--- config.mk ---
export PLATFORM = sky130hd
export DESIGN_NAME = traffic_timer
export DESIGN_NICKNAME = d
export VERILOG_FILES = /design/src/rtl/traffic_timer.sv
export SDC_FILE = /design/constraint.sdc
export NUM_CORES = 1
export LEC_CHECK = 0
export CAP_MARGIN = 20
export CORE_ASPECT_RATIO = 2
export CORE_MARGIN = 2
export CORE_UTILIZATION = 51
export CTS_CLUSTER_SIZE = 28
export DETAILED_ROUTE_END_ITERATION = 16
export PLACE_DENSITY = 0.76
export SLEW_MARGIN = 20
export SYNTH_ARGS = -nofsm -noshare
export SYNTH_HDL_FRONTEND = slang
export SYNTH_SLANG_ARGS = --single-unit
--- constraint.sdc ---
create_clock -name clk -period 2.37 [get_ports clk]
set_input_delay 0.5925 -clock clk [delete_from_list [all_inputs] [get_ports clk]]
set_output_delay 0.5925 -clock clk [all_outputs]
set_load 0.02 [all_outputs]
--- src/rtl/traffic_timer.sv ---
// Interval timer for the traffic-light controller: a prescaled tick counter that raises
// short (ts) and long (tl) timeout levels after runtime-programmable tick counts.
module traffic_timer #(
    parameter int PRESCALE  = 1000,
    parameter int CNT_W     = 8,
    parameter int SHORT_DEF = 5,
    parameter int LONG_DEF  = 25
) (
    input  logic             clk,
    input  logic             reset,
    input  logic             st,
    input  logic             cfg_we,
    input  logic [CNT_W-1:0] cfg_short,
    input  logic [CNT_W-1:0] cfg_long,
    output logic             ts,
    output logic             tl,
    output logic             busy,
    output logic [CNT_W-1:0] elapsed,
    output logic             cfg_err
);

    localparam int PS_W = (PRESCALE > 1) ? $clog2(PRESCALE) : 1;
    localparam logic [PS_W-1:0]  PS_MAX    = PS_W'(PRESCALE - 1);
    localparam logic [CNT_W-1:0] SHORT_RST = CNT_W'(SHORT_DEF);
    localparam logic [CNT_W-1:0] LONG_RST  = CNT_W'(LONG_DEF);

    typedef enum logic [1:0] {
        IDLE = 2'd0,
        RUN  = 2'd1,
        DONE = 2'd2
    } state_t;

    state_t           state;
    logic [PS_W-1:0]  presc;
    logic [CNT_W-1:0] act_short;
    logic [CNT_W-1:0] act_long;
    logic [CNT_W-1:0] pend_short;
    logic [CNT_W-1:0] pend_long;

    // One extra bit so elapsed+1 can never wrap before it is compared.
    function automatic logic [CNT_W:0] incr(input logic [CNT_W-1:0] v);
        return {1'b0, v} + {{CNT_W{1'b0}}, 1'b1};
    endfunction

    function automatic logic reached(input logic [CNT_W:0] cnt, input logic [CNT_W-1:0] limit);
        return cnt >= {1'b0, limit};
    endfunction

    logic [CNT_W:0] elapsed_nxt;
    logic           tick;

    always_comb begin
        elapsed_nxt = incr(elapsed);
        tick        = (presc == PS_MAX);
    end

    always_ff @(posedge clk) begin
        if (reset) begin
            state      <= IDLE;
            presc      <= '0;
            elapsed    <= '0;
            ts         <= 1'b0;
            tl         <= 1'b0;
            busy       <= 1'b0;
            cfg_err    <= 1'b0;
            act_short  <= SHORT_RST;
            act_long   <= LONG_RST;
            pend_short <= SHORT_RST;
            pend_long  <= LONG_RST;
        end else begin
            cfg_err <= 1'b0;
            if (cfg_we) begin
                if (cfg_short > cfg_long) begin
                    cfg_err <= 1'b1;
                end else begin
                    pend_short <= cfg_short;
                    pend_long  <= cfg_long;
                end
            end

            // A start always wins over a coincident tick; it latches the pending
            // durations as they stood before any same-edge config write.
            if (st) begin
                act_short <= pend_short;
                act_long  <= pend_long;
                presc     <= '0;
                elapsed   <= '0;
                ts        <= (pend_short == '0);
                if (pend_long == '0) begin
                    tl    <= 1'b1;
                    busy  <= 1'b0;
                    state <= DONE;
                end else begin
                    tl    <= 1'b0;
                    busy  <= 1'b1;
                    state <= RUN;
                end
            end else begin
                case (state)
                    RUN: begin
                        if (tick) begin
                            presc   <= '0;
                            elapsed <= elapsed_nxt[CNT_W-1:0];
                            if (reached(elapsed_nxt, act_short)) begin
                                ts <= 1'b1;
                            end
                            if (reached(elapsed_nxt, act_long)) begin
                                tl    <= 1'b1;
                                busy  <= 1'b0;
                                state <= DONE;
                            end
                        end else begin
                            presc <= presc + 1'b1;
                        end
                    end
                    default: begin
                        state <= state;
                    end
                endcase
            end
        end
    end

endmodule
==> impl_metrics.toml <==
[synth]
synth_top_family_by_area = "simple AND/OR/NAND/NOR gates"
ys_seq_area_share_pct = 37.9
syn-num-nets = 370
ys_ff_latch = 54
synth-xor-area-share_pct = 5.84
ys_async_sr_fraction_pct = 0
yosys_most_used_dff = "dfxtp_1"
synth_compound_area_share_pct = 10.6
synthCells = 324
synth_cell_types = 47
synth_edf_count = 0
synth.mux.area_fraction_pct = 8.78
avgSynthCellArea_sq_um = 8.80
yosysWarnings = 0
syn-cell-area_sq_mm = 0.00285
synth-simple-area-share_pct = 19.4
synthAdderAreaFrac_pct = 11.4

[clocking]
cts_tree = "yes"
cts_buffers = 5
ctsHtreeMaxLevel = 2
cts.path.max_buffers = 2
cts_hold_buf = 0
cts_sinks = 54
root_buffer = "clkbuf_8"
clk_pin_slew_ns = 0.09
clkLatencyLatePin_ns = 0.31

[critical_path]
crit_fanout = 2
critPathSlowestCell = "dfxtp_4"
criticalPathCategory = "reg2reg"
path_cells = "ha_4, nand3_4, or2_4, xnor2_2, ha_1, a21oi_2, nor2b_1, nor4_2, buf_4, a21oi_2, o311a_1"
cp_common_cell = "a21oi_2"
path_buf_inv = 1
endpoint_kind = "flip-flop"
regToRegStartpoint = "elapsed[0]"
crit_required_ns = 2.58
cp-start-kind = "flip-flop"
slowest_delay_ns = 0.37
critPathLaunch = "elapsed[0]"
cp.arrival_ns = 2.61
critPathTopFamily = "simple AND/OR/NAND/NOR gates"

[pwr]
seqPwrFrac_pct = 51.9
finalPower_mw = 1.90
powerDensity_mw_per_mm2 = 513
p_int_mw = 1.43
p_sw_mw = 0.468
clkPwrFrac_pct = 32.1
ir_drop_mv = 0.461
power.share.combinational_pct = 16.1
power_leakage_nw = 1.66
switching_share_pct = 24.6

[grt]
grt_max_degree = 27
grt_pass1_wl_um = 10200
grt_usage_pct = 21.0
antenna_found_initial = 0
globalRouteOverflowTotal = 0
grt_pass1_vias = 2417

[drt]
vias = 2451
avgViaCountPerCell = 5.39
drtIter0Drc = 51
dr.pass1.iters = 4
wl_um = 6100
drc = 0
ant_nets = 0
post_drt_wl_per_cell_um = 13.4

[timing]
fmax_ghz = 0.416
setup_viol = 1
hold_viol_final = 0
finClkSkew_ns = 0.00487
hold_slack_ns = 0.475
final.min_clock_period_ns = 2.41
slew_headroom_pct = 69.3
drv_slew = 0
fin_crit_sh_pct = 101
rsz0062_at_grt = "yes"
tightestPinTransition_ns = 0.458
setup_ws_ns = -0.0350

[die]
die_x_um = 56.9
start_util_pct = 52.6
std_cell_rows = 38
core_area_sq_mm = 0.00542
die_area_sq_mm = 0.00624
die_y_um = 110
io_pins = 32

[placed_design]
dpl_cell_area_sq_mm = 0.00350
hpwl_um = 4810
placedCellCount = 442
gp_congestion = 0.792
port-buffer-count = 31

[layout]
antenna_cells = 0
layout_commonest_cell = "dfxtp_1"
drive_gt1_share_pct = 18.7
postLayoutCoreUtil_pct = 68.4
final_cell_mix = "dfxtp_1, buf_4, nand2_1, nor2_1, clkdlybuf4s50_1"
instances_no_fill = 455
area_growth_pct = 30.0
stdcell_area_sq_mm = 0.00370
num-nets-final = 440

[hold_path]
hold_class = "reg2reg"
min-delay-start = "pend_long[2]"

[job]
maxCapViolCount = 0

[outcome]
violations = "negative setup slack"
status = "complete, but fails checks"
-- routing by layer --
| layer | up-vias | part of all wire (%) | global-route usage [%] |
|---|---|---|---|
| met4 | 0 | 2.6 | 8.97 |
| li1 | 1257 | - | - |
| met2 | 37 | 59 | 42.3 |
| met5 | - | 0 | 0 |
| met3 | 13 | 2.6 | 4.12 |
| met1 | 1144 | 36 | 19.8 |
-- registers in the layout, summed over array words and instances, names as in the netlist --
register / flops
presc: 10
act_long: 8
act_short: 8
elapsed: 8
pend_long: 8
pend_short: 8
cfg_err: 1
state: 1
tl: 1
ts: 1
-- kinds of logic (layout without fill, tap and decap cells) --
group                      Yosys count  in the layout
AOI/OAI and AO/OA                   44             44
adders and majority gates           26             26
and+or+nand+nor                    117            117
buffers and inverters               39            110
DFF                                 54             54
xor gates and xnor gates            19             19
muxes                               25             25
-- tightest hold or removal path: cells and delay by family, from the launching register on --
kind / cells / cell delay, ns
mux: 1 / 0.05
flops: 1 / 0.33
simple gates: 1 / 0.06
-- metrics by stage --
stage / setup slack (ns) / setup TNS, ns
2_1_floorplan: 0.0000568 / 0
3_3_place_gp: -0.229 / -3.63
3_5_place_dp: -0.301 / -4.39
4_1_cts: -0.0354 / -0.0354
5_1_grt: -0.136 / -0.249
6_report: -0.0350 / -0.0350
-- area by class of cell --
cell class              instances  area (sq um)
fillers                       475          1720
multi-input cells             231          1660
flip-flops and latches         54          1090
repair buffers                 78           682
inverters                      24          90.1
clock buffers                   7          76.3
well taps                      60          75.1
clock inverters                 1          30.0
-- worst paths after layout --
path	cells after the start	to	slack (ns)
max	11	tl	-0.04
min	2	pend_long[2]	0.48
max reg2reg	11	tl	-0.04
min reg2reg	2	pend_long[2]	0.48
-- power groups by stage --
| stage | Sequential [mW] | Combinational, mW | Clock [mW] |
|---|---|---|---|
| final | 0.986 | 0.305 | 0.610 |
| after detailed placement | 1.01 | 0.292 | 0 |
| after global placement | 1.00 | 0.282 | 0 |
| after CTS | 0.986 | 0.293 | 0.622 |
| after floorplan | 1.00 | 0.177 | 0 |
| after global routing | 0.992 | 0.339 | 0.648 |
-- cell usage after synthesis (all sizes together), types with 2 or more instances --
library cell	number	area share [%]
a21o	2	0.53
nor4	3	0.66
nor2b	4	0.88
dfxtp	54	38
a211o	2	0.61
ha	26	11
and4b	2	0.70
xor2	12	3.7
o21ai	5	0.88
o211ai	4	1.1
inv	23	3.0
clkbuf	9	1.5
nand4	7	1.5
and4	3	0.92
nand3	7	1.2
and3	2	0.44
a311o	3	1.2
a21oi	18	3.3
or2	2	0.44
a41o	2	0.79
nor2	37	4.9
or3	3	0.66
or4	2	0.53
xnor2	7	2.2
mux2i	25	8.8
buf	6	1.4
nand2	40	5.3
-- repair_timing --
action	in CTS	in global routing
gates resized for setup	7	10
endpoints found under the setup margin	2	18
pin swaps	2	10
endpoints found under the hold margin	0	0
setup buffers	0	5
No activity file was read; power rests on OpenSTA's default activity.
